===== config.mk =====
export PLATFORM = sky130hd
export DESIGN_NAME = pad_input_conditioner_flat
export DESIGN_NICKNAME = d
export VERILOG_FILES = /design/src/rtl/pad_input_conditioner_if.sv /design/src/rtl/pad_input_conditioner.sv /design/src/flat_wrapper.sv
export SDC_FILE = /design/constraint.sdc
export NUM_CORES = 1
export LEC_CHECK = 0
export CAP_MARGIN = 15
export CELL_PAD_IN_SITES_DETAIL_PLACEMENT = 1
export CELL_PAD_IN_SITES_GLOBAL_PLACEMENT = 1
export CORE_ASPECT_RATIO = 0.8
export CORE_MARGIN = 2
export CORE_UTILIZATION = 35
export CTS_BUF_LIST = sky130_fd_sc_hd__clkbuf_4
export CTS_CLUSTER_SIZE = 40
export DETAILED_ROUTE_END_ITERATION = 10
export PLACE_DENSITY_LB_ADDON = 0.12
export SETUP_SLACK_MARGIN = 0.4
export SLEW_MARGIN = 40
export SYNTH_ARGS = -nofsm -noshare
export SYNTH_HDL_FRONTEND = slang
export SYNTH_SLANG_ARGS = --single-unit

===== constraint.sdc =====
create_clock -name clk -period 25.7 [get_ports clk]
set_input_delay 6.425 -clock clk [delete_from_list [all_inputs] [get_ports clk]]
set_output_delay 6.425 -clock clk [all_outputs]
set_load 0.02 [all_outputs]

===== src/rtl/pad_input_conditioner_if.sv =====
// Pad-side signal bundle: raw inputs in, conditioned levels, edge pulses and the
// debounce prescaler strobe out.
`timescale 1ns/1ps

interface pad_input_conditioner_if #(
  parameter int NUM_INPUTS = 68
);
  logic [NUM_INPUTS-1:0] input_in;
  logic [NUM_INPUTS-1:0] input_sync;
  logic [NUM_INPUTS-1:0] input_stable;
  logic [NUM_INPUTS-1:0] input_rise;
  logic [NUM_INPUTS-1:0] input_fall;
  logic                  tick;

  modport master (
    output input_in,
    input  input_sync,
    input  input_stable,
    input  input_rise,
    input  input_fall,
    input  tick
  );

  modport slave (
    input  input_in,
    output input_sync,
    output input_stable,
    output input_rise,
    output input_fall,
    output tick
  );
endinterface


===== src/rtl/pad_input_conditioner.sv =====
// First stage after the pad ring: reset synchronizer, input synchronizers,
// tick-sampled debouncers and registered rise/fall pulse generation.
`timescale 1ns/1ps

module pad_input_conditioner #(
  parameter int NUM_INPUTS     = 68,
  parameter int SYNC_STAGES    = 2,
  parameter int TICK_DIV       = 1000,
  parameter int DEBOUNCE_TICKS = 4
) (
  input  logic                    clk,
  input  logic                    rst_n,
  output logic                    rst_n_sync,
  pad_input_conditioner_if.slave  pads
);

  localparam int             PW     = (TICK_DIV > 1) ? $clog2(TICK_DIV) : 1;
  localparam logic [PW-1:0]  PRE_TC = PW'(TICK_DIV - 1);

  logic [SYNC_STAGES-1:0] rst_sync_q;
  logic [NUM_INPUTS-1:0]  in_sync_q [SYNC_STAGES];
  logic [NUM_INPUTS-1:0]  sync_w;
  logic [PW-1:0]          pre_cnt_q;
  logic                   tick_w;
  logic [NUM_INPUTS-1:0]  stable_q;
  logic [NUM_INPUTS-1:0]  stable_nxt;
  logic [NUM_INPUTS-1:0]  stable_d_q;
  logic [NUM_INPUTS-1:0]  rise_q;
  logic [NUM_INPUTS-1:0]  fall_q;

  // Reset asserts straight from the pad, releases only after SYNC_STAGES edges.
  always_ff @(posedge clk or negedge rst_n) begin
    if (!rst_n) begin
      rst_sync_q <= '0;
    end else begin
      rst_sync_q <= {rst_sync_q[SYNC_STAGES-2:0], 1'b1};
    end
  end

  assign rst_n_sync = rst_sync_q[SYNC_STAGES-1];

  always_ff @(posedge clk or negedge rst_n_sync) begin
    if (!rst_n_sync) begin
      for (int s = 0; s < SYNC_STAGES; s++) begin
        in_sync_q[s] <= '0;
      end
    end else begin
      in_sync_q[0] <= pads.input_in;
      for (int s = 1; s < SYNC_STAGES; s++) begin
        in_sync_q[s] <= in_sync_q[s-1];
      end
    end
  end

  assign sync_w = in_sync_q[SYNC_STAGES-1];

  always_ff @(posedge clk or negedge rst_n_sync) begin
    if (!rst_n_sync) begin
      pre_cnt_q <= '0;
    end else if (pre_cnt_q == PRE_TC) begin
      pre_cnt_q <= '0;
    end else begin
      pre_cnt_q <= pre_cnt_q + 1'b1;
    end
  end

  // Gated by reset so a TICK_DIV of 1 does not strobe while the core is held.
  assign tick_w = rst_n_sync && (pre_cnt_q == PRE_TC);

  generate
    if (DEBOUNCE_TICKS == 0) begin : g_bypass
      assign stable_nxt = sync_w;
    end else begin : g_db
      localparam int            CW    = (DEBOUNCE_TICKS > 1) ? $clog2(DEBOUNCE_TICKS) : 1;
      localparam logic [CW-1:0] DB_TC = CW'(DEBOUNCE_TICKS - 1);

      logic [CW-1:0] cnt_q   [NUM_INPUTS];
      logic [CW-1:0] cnt_nxt [NUM_INPUTS];

      // Any return to the stable level clears progress, so short glitches never accumulate.
      always_comb begin
        stable_nxt = stable_q;
        for (int i = 0; i < NUM_INPUTS; i++) begin
          cnt_nxt[i] = cnt_q[i];
          if (sync_w[i] == stable_q[i]) begin
            cnt_nxt[i] = '0;
          end else if (tick_w && (cnt_q[i] == DB_TC)) begin
            stable_nxt[i] = sync_w[i];
            cnt_nxt[i]    = '0;
          end else if (tick_w) begin
            cnt_nxt[i] = cnt_q[i] + 1'b1;
          end
        end
      end

      always_ff @(posedge clk or negedge rst_n_sync) begin
        if (!rst_n_sync) begin
          for (int i = 0; i < NUM_INPUTS; i++) begin
            cnt_q[i] <= '0;
          end
        end else begin
          for (int i = 0; i < NUM_INPUTS; i++) begin
            cnt_q[i] <= cnt_nxt[i];
          end
        end
      end
    end
  endgenerate

  // Pulses come one cycle after the stable level changes; reset clears both
  // the level and its delayed copy so reset itself never produces an edge.
  always_ff @(posedge clk or negedge rst_n_sync) begin
    if (!rst_n_sync) begin
      stable_q   <= '0;
      stable_d_q <= '0;
      rise_q     <= '0;
      fall_q     <= '0;
    end else begin
      stable_q   <= stable_nxt;
      stable_d_q <= stable_q;
      rise_q     <= stable_q & ~stable_d_q;
      fall_q     <= ~stable_q & stable_d_q;
    end
  end

  assign pads.input_sync   = sync_w;
  assign pads.input_stable = stable_q;
  assign pads.input_rise   = rise_q;
  assign pads.input_fall   = fall_q;
  assign pads.tick         = tick_w;

endmodule


===== src/flat_wrapper.sv =====
// flat-port wrapper written by rule: the top's interface ports become plain ports
module pad_input_conditioner_flat 
#(
  parameter int NUM_INPUTS     = 68,
  parameter int SYNC_STAGES    = 2,
  parameter int TICK_DIV       = 1000,
  parameter int DEBOUNCE_TICKS = 4
)
  (clk, rst_n, rst_n_sync, pads_input_in, pads_input_sync, pads_input_stable, pads_input_rise, pads_input_fall, pads_tick);
  pad_input_conditioner_if #(.NUM_INPUTS(NUM_INPUTS)) pads_i ();
  input  logic clk;
  input  logic rst_n;
  output logic rst_n_sync;
  input wire logic [$bits(pads_i.input_in)-1:0] pads_input_in;
  output wire logic [$bits(pads_i.input_sync)-1:0] pads_input_sync;
  output wire logic [$bits(pads_i.input_stable)-1:0] pads_input_stable;
  output wire logic [$bits(pads_i.input_rise)-1:0] pads_input_rise;
  output wire logic [$bits(pads_i.input_fall)-1:0] pads_input_fall;
  output wire logic [$bits(pads_i.tick)-1:0] pads_tick;
  assign pads_i.input_in = pads_input_in;
  assign pads_input_sync = pads_i.input_sync;
  assign pads_input_stable = pads_i.input_stable;
  assign pads_input_rise = pads_i.input_rise;
  assign pads_input_fall = pads_i.input_fall;
  assign pads_tick = pads_i.tick;
  pad_input_conditioner #(.NUM_INPUTS(NUM_INPUTS), .SYNC_STAGES(SYNC_STAGES), .TICK_DIV(TICK_DIV), .DEBOUNCE_TICKS(DEBOUNCE_TICKS)) u_core (.clk(clk), .rst_n(rst_n), .rst_n_sync(rst_n_sync), .pads(pads_i));
endmodule

=== Word level (Yosys, flattened, before mapping) ===
Index checks and enable logic that the tools add are counted.

* Input port bits: 70
* Word-level logic and storage cells: 831
* Flip-flop bits (word level): 556
* Output and inout bits: 274

* Add/subtract/negate cells: 69
* Bitwise logic cells: 72
* Reductions and logical operators: 205
* Eq/ne operators: 137
* Mux-type cells: 205

{| class="wikitable"
|+ Operator list
! operator !! count
|-
| $mux 2 || 204
|-
| $reduce_bool 3->1 || 68
|-
| $add 2x1->2 const B || 68
|-
| $and 68x68->68 || 2
|-
| $eq 2x2->1 const B || 68
|-
| $not 68->68 || 2
|-
| $reduce_and 2->1 || 68
|-
| $logic_and 1x1->1 || 69
|-
| $eq 1x1->1 || 68
|-
| $not 1->1 || 68
|-
| $add 10x1->10 const B || 1
|-
| $eq 10x10->1 const B || 1
|-
| $mux 10 || 1
|}

=== Longest topological paths before layout ===
Gate-level depths: netlist (run 1).

* Depth in word-level cells: 5
* Depth in mapped cells: 7
* Depth with buffers taken out: 4

=== Worst setup path after synthesis (run 1) ===
Ideal clock, no wire load.

* Kind: register -> output
* From: register u_core.rst_sync_q[1]
* To: output port pads_tick
* Required time: 19.275 ns
* Buffers on the path: 3
* Slack: 4.450 ns
* Stages on the path, launching flop included: 6
* Data arrival time: 14.825 ns
* Cell sequence: dfrtp_1 -> buf_2 -> inv_1 -> nor4_4 -> buf_6 -> buf_12

* Word-level cells in the longest chain between the ends: 1

{| class="wikitable"
|+ Ends and longest elaborated chain
! what !! RTL line !! source
|-
| from (decl) || pad_input_conditioner.sv:20 || <nowiki>logic [SYNC_STAGES-1:0] rst_sync_q;</nowiki>
|-
| from (signal assigned) || pad_input_conditioner.sv:36 || <nowiki>rst_sync_q <= {rst_sync_q[SYNC_STAGES-2:0], 1'b1};</nowiki>
|-
| $logic_and 1x1->1 || pad_input_conditioner.sv:68 || <nowiki>assign tick_w = rst_n_sync && (pre_cnt_q == PRE_TC);</nowiki>
|-
| to (decl) || flat_wrapper.sv:19 || <nowiki>output wire logic [$bits(pads_i.tick)-1:0] pads_tick;</nowiki>
|}

Every way passes these cells.

=== Worst setup path after layout (run 1) ===
* From: register u_core.pre_cnt_q[0]
* To: output port pads_tick

* Word-level cells in the longest chain between the ends: 2

{| class="wikitable"
|+ Ends and longest elaborated chain
! what !! RTL line !! source
|-
| from (decl) || pad_input_conditioner.sv:23 || <nowiki>logic [PW-1:0] pre_cnt_q;</nowiki>
|-
| from (signal assigned) || pad_input_conditioner.sv:63 || <nowiki>pre_cnt_q <= pre_cnt_q + 1'b1;</nowiki>
|-
| $eq 10x10->1 || pad_input_conditioner.sv:68 ||
|-
| $logic_and 1x1->1 || pad_input_conditioner.sv:68 ||
|}

Every way passes these cells.

==> out/metrics.cfg, run 1 <==
[critical_path]
worstSetupStartpointType=flip-flop
cp.required_ns=19.27
critPathCaptureType=primary output
crit_path_max_fanout=37
cpMaxStageDelayCell=clkdlybuf4s50_1
critPathLaunch=u_core.pre_cnt_q[0]
crit_chain=ha_1, nand4bb_4, nor4_4, buf_4, clkdlybuf4s50_1
arrival_ns=4.09
critPathMaxStageDelay_ns=0.74
worstSetupPathType=reg -> out
r2r-start=u_core.pre_cnt_q[0]

[synthesis]
yosysTopAreaCell=dfrtp_1
netlist_area_um2=21460
ys_seq_area_share_pct=64.84
syn_nets=1804
synth-edff-count=0
yosysWarnings=0
ys.flop_type=dfrtp_1
avgSynthCellArea_um2=12.89
synthCells=1665
yosysMostFrequentCell=dfrtp_1
synthArstFlopShare_pct=100.0
netlist.area_leader.share_pct=64.84
synth_common_cells=dfrtp_1, nand2_1, nor2b_1
ys_ff_latch=556
synth_top_cells_by_area=dfrtp_1, mux2i_1, nand2_1
synth.distinct_cells=33

[global_route]
grt_overflow=0
antenna_found_initial=4
grt_max_degree=161
grt_pass1_wl_mm=77.56
grt.total_usage_pct=15.63
grt_pass1_vias=14835

[timing]
maxSlewViolCount=0
finalSetupTns_ns=0
rsz0062_at_grt=no
setup_viol=0
max-slew-margin-rel_pct=47.04
hold_viol=0
fmaxAchievable_mhz=95.12
period_share_pct=40.91
tightest_slew_ns=0.7872
finClkSkew_ns=0.03390
period_needed_ns=10.51

[final_layout]
nNetsFinal=2204
num-fill-cells=6426
drive_gt1_share_pct=15.04
syn2layout_area_growth_pct=26.55

[die]
die_w_um=280.8
io-pin-count=344
core-area_um2=60910
die_height_um=225.5
dieArea_um2=63320
fp-row-count=81
start_util_pct=35.23

[run]
max-cap-violations=0

[pwr]
power.total_uw=1721
power_leakage_uw=0.01284
power_density_nw_per_um2=63.37
ir_drop_mv=0.03301

[clocking]
clk_pin_slew_ns=0.07
clk_path_buf_depth=3
cts_made_buffers=153
clock-sinks=556
postCtsResizedCells=0
cts_tree=done
htreeDepth=4
hold_buffers=0
cts-root-buf=clkbuf_4
clkLatencyLatePin_ns=0.95
cts_setup_buffers=0

[routing]
vias=13539
dr.pass1.iters=4
drc_errors=0
first_iter_violations=432
vias_per_cell=4.502
wl_per_cell_um=15.97
detail_route.wirelength_mm=48.03
ant_nets=0

[hold_path]
min_path_type=reg -> async

[placed_design]
numPortBuffers=343
dp_hpwl_mm=31.01
gp_congestion=0.6740

[outcome]
status=complete, no violations

[critical path: cells and delay by family (launching register included)]
family	cells	cell delay (ns)
buffers and inverters	2	1.35
adder cells (fa/ha/maj)	1	0.30
flip-flops	1	0.41
AND/OR/NAND/NOR	2	1.05
[routing by layer]
layer	track usage, %	vias up	share of wire [%]
met1	19.23	6787	44
li1	-	6349	-
met2	24.31	317	47
met4	6.641	4	2.0
met3	6.324	82	7.0
met5	0	-	0.060
[flip-flops by register name (all words and copies together) (netlist names)]
register / count
u_core.pads.input_fall: 68
u_core.pads.input_stable: 68
u_core.pads.input_sync: 68
u_core.g_db.cnt_q: 136
u_core.stable_d_q: 68
u_core.pads.input_rise: 68
u_core.in_sync_q: 68
u_core.rst_sync_q: 2
u_core.pre_cnt_q: 10
[worst paths after layout]
check | endpoint | depth (start not counted) | slack, ns
max | pads_tick | 5 | 15.19
min reg2reg | u_core.in_sync_q[117] | 0 | 0.30
min in group clk | u_core.pads.input_sync[3] | 0 | 0.32
max reg2reg | u_core.g_db.cnt_q[120] | 6 | 22.40
min | u_core.in_sync_q[117] | 0 | 0.30
max in group asynchronous | u_core.rst_sync_q[1] | 1 | 19.78
[cells by family after synthesis]
family | after synthesis | synth area share [%]
other cells | 1 | 0.01747
xor+xnor | 71 | 2.898
compound gates | 9 | 0.2565
buf+inv | 116 | 4.210
flops | 556 | 64.84
mux | 204 | 9.912
simple gates | 639 | 13.85
fa+ha+maj | 69 | 4.023
[report_power, final]
part / internal [uW] / leakage (uW) / switching [uW]
clock network: 402 / 0.00112 / 364
registers: 886 / 0.00744 / 8.57
logic: 23.6 / 0.00428 / 36.6
total: 1310 / 0.0128 / 409
[layout by cell type (no fill, tap or decap)]
cell type / instances
ha_1: 69
dfrtp_1: 555
xor2_1: 70
nand3_1: 6
nand4_4: 1
inv_2: 3
buf_6: 4
a2bb2oi_1: 1
or3_1: 2
nand4bb_4: 1
conb_1: 1
nor2_1: 72
o21ai_0: 3
diode_2: 3
nor4_1: 68
mux2_2: 68
clkbuf_4: 227
inv_1: 2
buf_12: 4
nor3_1: 2
clkinv_2: 7
or4_1: 1
buf_16: 2
buf_4: 5
mux2i_1: 136
clkinv_1: 25
clkdlybuf4s50_1: 343
clkinvlp_4: 3
xnor2_1: 1
nor4_4: 1
dfrtp_4: 1
o211ai_1: 2
nor2b_1: 137
a21oi_1: 2
nand4_1: 1
and2_1: 1
o22ai_1: 1
and3_1: 1
nand2_1: 345
[per-stage QoR]
step / util (%) / worst slack, ns / hold WS [ns] / instance area [um2] / std cells
CTS: 44.52 / 14.94 / 0.3211 / 27120 / 3003
detailed placement: 41.46 / 16.07 / 0.3139 / 25260 / 2739
floorplan: - / 4.451 / 0.3312 / 21460 / 1665
global route: 44.58 / 14.79 / 0.3456 / 27160 / 3007
global placement: 41.33 / 16.19 / 0.3315 / 25180 / 2736
finish: 44.58 / 15.19 / 0.3019 / 27160 / 3007
[final cells by class]
cell class,instances,area [um2],area share (%)
clock buffers,227,1704,6.275
clock inverters,37,157.7,0.5805
well taps,830,1039,3.824
repair buffers,358,3651,13.44
multi-input cells,993,6668,24.55
flip-flops and latches,556,13920,51.25
diodes,3,7.507,0.02764
inverters,3,12.51,0.04607
Power figures use the tool's default switching activity.
==> inputs of run 2 (changes only) <==
==> constraint.sdc (replaced) <==
create_clock -name clk -period 9.5 [get_ports clk]
set_input_delay 2.375 -clock clk [delete_from_list [all_inputs] [get_ports clk]]
set_output_delay 2.375 -clock clk [all_outputs]
set_load 0.02 [all_outputs]
==> out/metrics.cfg, run 2 (synthesis gave the netlist of run 1 again) <==
[outcome]
status=complete, no violations

[routing]
first_iter_violations=427
wl_per_cell_um=16.01
vias_per_cell=4.528
drc_errors=0
detail_route.wirelength_mm=47.84
ant_nets=0
dr.pass1.iters=4
vias=13531

[clocking]
postCtsResizedCells=0
cts-root-buf=clkbuf_4
hold_buffers=0
cts_made_buffers=147
clock-sinks=556
cts_tree=done
htreeDepth=4
clkLatencyLatePin_ns=0.94
clk_path_buf_depth=3
clk_pin_slew_ns=0.06
cts_setup_buffers=0

[timing]
finalSetupTns_ns=0
setup_viol=0
finClkSkew_ns=0.06440
tightest_slew_ns=0.8328
fmaxAchievable_mhz=173.2
period_share_pct=60.78
maxSlewViolCount=0
fin_hold_ws_ns=0.1851
period_needed_ns=5.774
hold_viol=0
rsz0062_at_grt=no
max-slew-margin-rel_pct=44.48

[final_layout]
largest_reg_flops=136
nNetsFinal=2197
fin_area_um2=27070
fin_cells=2988
mostFrequentLayoutCells=dfrtp_1, nand2_1, clkdlybuf4s50_1
final_common_cell=dfrtp_1
drive_gt1_share_pct=14.01
syn2layout_area_growth_pct=26.14
top_register=u_core.g_db.cnt_q

[die]
die_w_um=280.8
dieArea_um2=63320
die_height_um=225.5
start_util_pct=35.23
core-area_um2=60910
io-pin-count=344
fp-row-count=81

[global_route]
antenna_found_initial=3
grt_max_degree=101
grt.total_usage_pct=15.76
grt_pass1_wl_mm=78.36
grt_overflow=0
grt_pass1_vias=14980

[placed_design]
gp_congestion=0.6991
dp_hpwl_mm=30.45
numPortBuffers=343
place_inst=2739
placed_cell_area_um2=25260

[critical_path]
cp.required_ns=7.13
arrival_ns=3.40
worstSetupPathType=reg -> out
rrSetupSlack_ns=5.68
r2r_end=u_core.pads.input_stable[54]
r2r-start=u_core.rst_sync_q[1]
crit_path_max_fanout=34
worst-r2r-cell-count=8
critPathCaptureType=primary output
worstSetupStartpointType=flip-flop

[pwr]
ir_drop_mv=0.08779
power_density_nw_per_um2=171.3
power.total_uw=4637
power_leakage_uw=0.01278

[hold_path]
min_path_type=reg -> async

[run]
max-cap-violations=0

==> run 2: cell type report <==
type	count	area [um2]
well taps	830	1039
repair buffers	357	3626
clock buffers	200	1501
inverters	3	12.51
multi-input cells	993	6668
clock inverters	46	297.8
flip-flops and latches	556	13920
diodes	3	7.507
fillers	6376	33840
==> run 2: worst max path at each step <==
stage,from,endpoint,slack [ns],cells past startpoint
after CTS,u_core.pre_cnt_q[0],pads_tick,3.51,4
after detailed placement,u_core.pre_cnt_q[0],pads_tick,4.57,4
final,u_core.pre_cnt_q[0],pads_tick,3.73,4
after global routing,u_core.pre_cnt_q[0],pads_tick,3.44,4
after floorplan,u_core.rst_sync_q[1],pads_tick,1.45,5
after global placement,u_core.rst_sync_q[1],u_core.pads.input_stable[58],4.60,7
==> run 2: routing by layer <==
layer	wire length (um)	share of wire (%)	track usage [%]	vias up
li1	-	-	-	6319
met1	20910	44	19.36	6822
met2	22880	48	25.19	294
met3	2925	6.1	5.308	94
met4	1115	2.3	7.090	2
met5	18	0.038	0	-
==> run 2: power breakdown <==
part           total [uW]  internal (uW)  switching, uW
sequential           2420           2400           21.9
combinational         163           63.4            100
clock                2050           1080            973
total                4640           3540           1100
==> run 2: through the flow <==
step | util, % | worst slack, ns
3_5_place_dp | 41.47 | 4.570
2_1_floorplan | - | 1.449
4_1_cts | 44.42 | 3.509
6_report | 44.44 | 3.726
5_1_grt | 44.43 | 3.444
3_3_place_gp | 41.35 | 4.605
==> run 2: critical path, cell delays in order (launching register included) <==
cell,delay (ns)
dfrtp_1,0.40
ha_1,0.30
nand4bb_4,0.59
nor4_4,0.54
clkdlybuf4s50_1,0.69
==> inputs of run 3 (changes only) <==
==> constraint.sdc (replaced) <==
create_clock -name clk -period 5.5 [get_ports clk]
set_input_delay 1.375 -clock clk [delete_from_list [all_inputs] [get_ports clk]]
set_output_delay 1.375 -clock clk [all_outputs]
set_load 0.02 [all_outputs]
==> out/metrics.cfg, run 3 (synthesis gave the netlist of run 1 again) <==
[timing]
maxSlewViolCount=0
tightest_slew_ns=0.7834
period_share_pct=85.09
hold_viol=0
finClkSkew_ns=0.04703
fmaxAchievable_mhz=213.7
finalWorstSetupSlack_ns=0.8201
max-slew-margin-rel_pct=47.77
period_needed_ns=4.680
setup_viol=0
rsz0062_at_grt=no

[routing]
vias=13474
route.met3.wl_mm=3.515
drc_errors=0
ant_nets=0
drt-met1-wl_mm=20.60
top_layer=met4
dr.pass1.iters=4
detail_route.wirelength_mm=47.72
wl_met2_mm=22.58
vias_per_cell=4.521
first_iter_violations=411
wl_per_cell_um=16.01

[clocking]
cts_made_buffers=148
clock-sinks=556
cts_setup_buffers=0
cts-root-buf=clkbuf_4
clkLatencyLatePin_ns=0.93
hold_buffers=0
clk_pin_slew_ns=0.06
postCtsResizedCells=0
htreeDepth=4
clk_path_buf_depth=3
cts_tree=done

[die]
die_w_um=280.8
dieArea_um2=63320
fp-row-count=81
core-area_um2=60910
die_height_um=225.5
start_util_pct=35.23
io-pin-count=344

[run]
max-cap-violations=0

[critical_path]
rrSetupSlack_ns=2.69
critPathLaunch=u_core.pre_cnt_q[0]
critPathCapture=pads_tick
arrival_ns=3.30
worstSetupPathType=reg -> out
r2r_end=u_core.g_db.cnt_q[94]
cp.required_ns=4.12
critPathCaptureType=primary output
r2r-start=u_core.pre_cnt_q[0]
crit_path_max_fanout=16
worstSetupStartpointType=flip-flop
worst-r2r-cell-count=6

[global_route]
grt_pass1_wl_mm=76.94
grt.total_usage_pct=15.50
grt_pass1_vias=14775
antenna_found_initial=2
grt_overflow=0
grt_max_degree=159

[pwr]
power.total_uw=7973
power_leakage_uw=0.01277
ir_drop_mv=0.1196
power_density_nw_per_um2=294.4

[final_layout]
top_register=u_core.g_db.cnt_q
fin_area_um2=27080
drive_gt1_share_pct=14.65
final_common_cell=dfrtp_1
multi_input_area_um2=6684
area.sequential_um2=13920
syn2layout_area_growth_pct=26.21
mostFrequentLayoutCells=dfrtp_1, nand2_1, clkdlybuf4s50_1
num-fill-cells=6415
nNetsFinal=2200
largest_reg_flops=136
fin_util_pct=44.46

[outcome]
status=complete, no violations

[placed_design]
post-place-ws_ns=1.534
dp_hpwl_mm=30.33
placed_cell_area_um2=25250
numPortBuffers=343
gp_congestion=0.6780

[hold_path]
min_path_type=reg -> async

run 3: cell types whose count changed in the layout (fill, tap and decap cells not counted), moves of 3 or more:
cell	change
buf_6	-4
clkbuf_4	+17
clkinv_1	-22
clkinv_4	-4
clkinvlp_4	+3
diode_2	+3
inv_2	-4
run 3: worst min path at each step:
stage	from	endpoint	slack [ns]	cells past startpoint
after floorplan	u_core.in_sync_q[68]	u_core.pads.input_sync[0]	0.33	0
after global placement	u_core.in_sync_q[85]	u_core.pads.input_sync[17]	0.33	0
after detailed placement	u_core.in_sync_q[112]	u_core.pads.input_sync[44]	0.34	0
after CTS	u_core.in_sync_q[73]	u_core.pads.input_sync[5]	0.33	0
after global routing	u_core.rst_sync_q[1]	u_core.g_db.cnt_q[73]	0.31	0
final	u_core.rst_sync_q[1]	u_core.g_db.cnt_q[73]	0.24	0
run 3: layout make-up:
class                      instances  area share, %
clock inverter                    16         0.4574
antenna                            6        0.05544
sequential                       556          51.39
inverter                           3        0.04620
multi-input combinational        994          24.68
clock buffer                     217          6.015
tap                              830          3.834
timing repair buffer             358          13.53
run 3: report_power, final:
part	internal [uW]	switching [uW]	total, uW
registers	4140	40.9	4180
logic	109	170	279
clock network	1870	1640	3510
total	6120	1850	7970
run 3: metrics by stage:
stage	cells	TNS, ns	hold slack [ns]
final	2980	0	0.2416
after global routing	2979	0	0.3065
after CTS	2972	0	0.3339
after detailed placement	2738	0	0.3358
after global placement	2736	0	0.3317
after floorplan	1665	-61.21	0.3312
run 3: worst max-delay path: stages (launching register included):
cell and delay [ns]:
dfrtp_1 0.40, ha_1 0.39, nand4bb_4 0.46, nor4_4 0.44, clkdlybuf4s50_1 0.72
run 3: metal layers:
metal | global-route usage [%] | vias up
li1 | - | 6303
met1 | 18.88 | 6760
met2 | 24.36 | 321
met3 | 6.220 | 90
met4 | 6.607 | 0
met5 | 0 | -
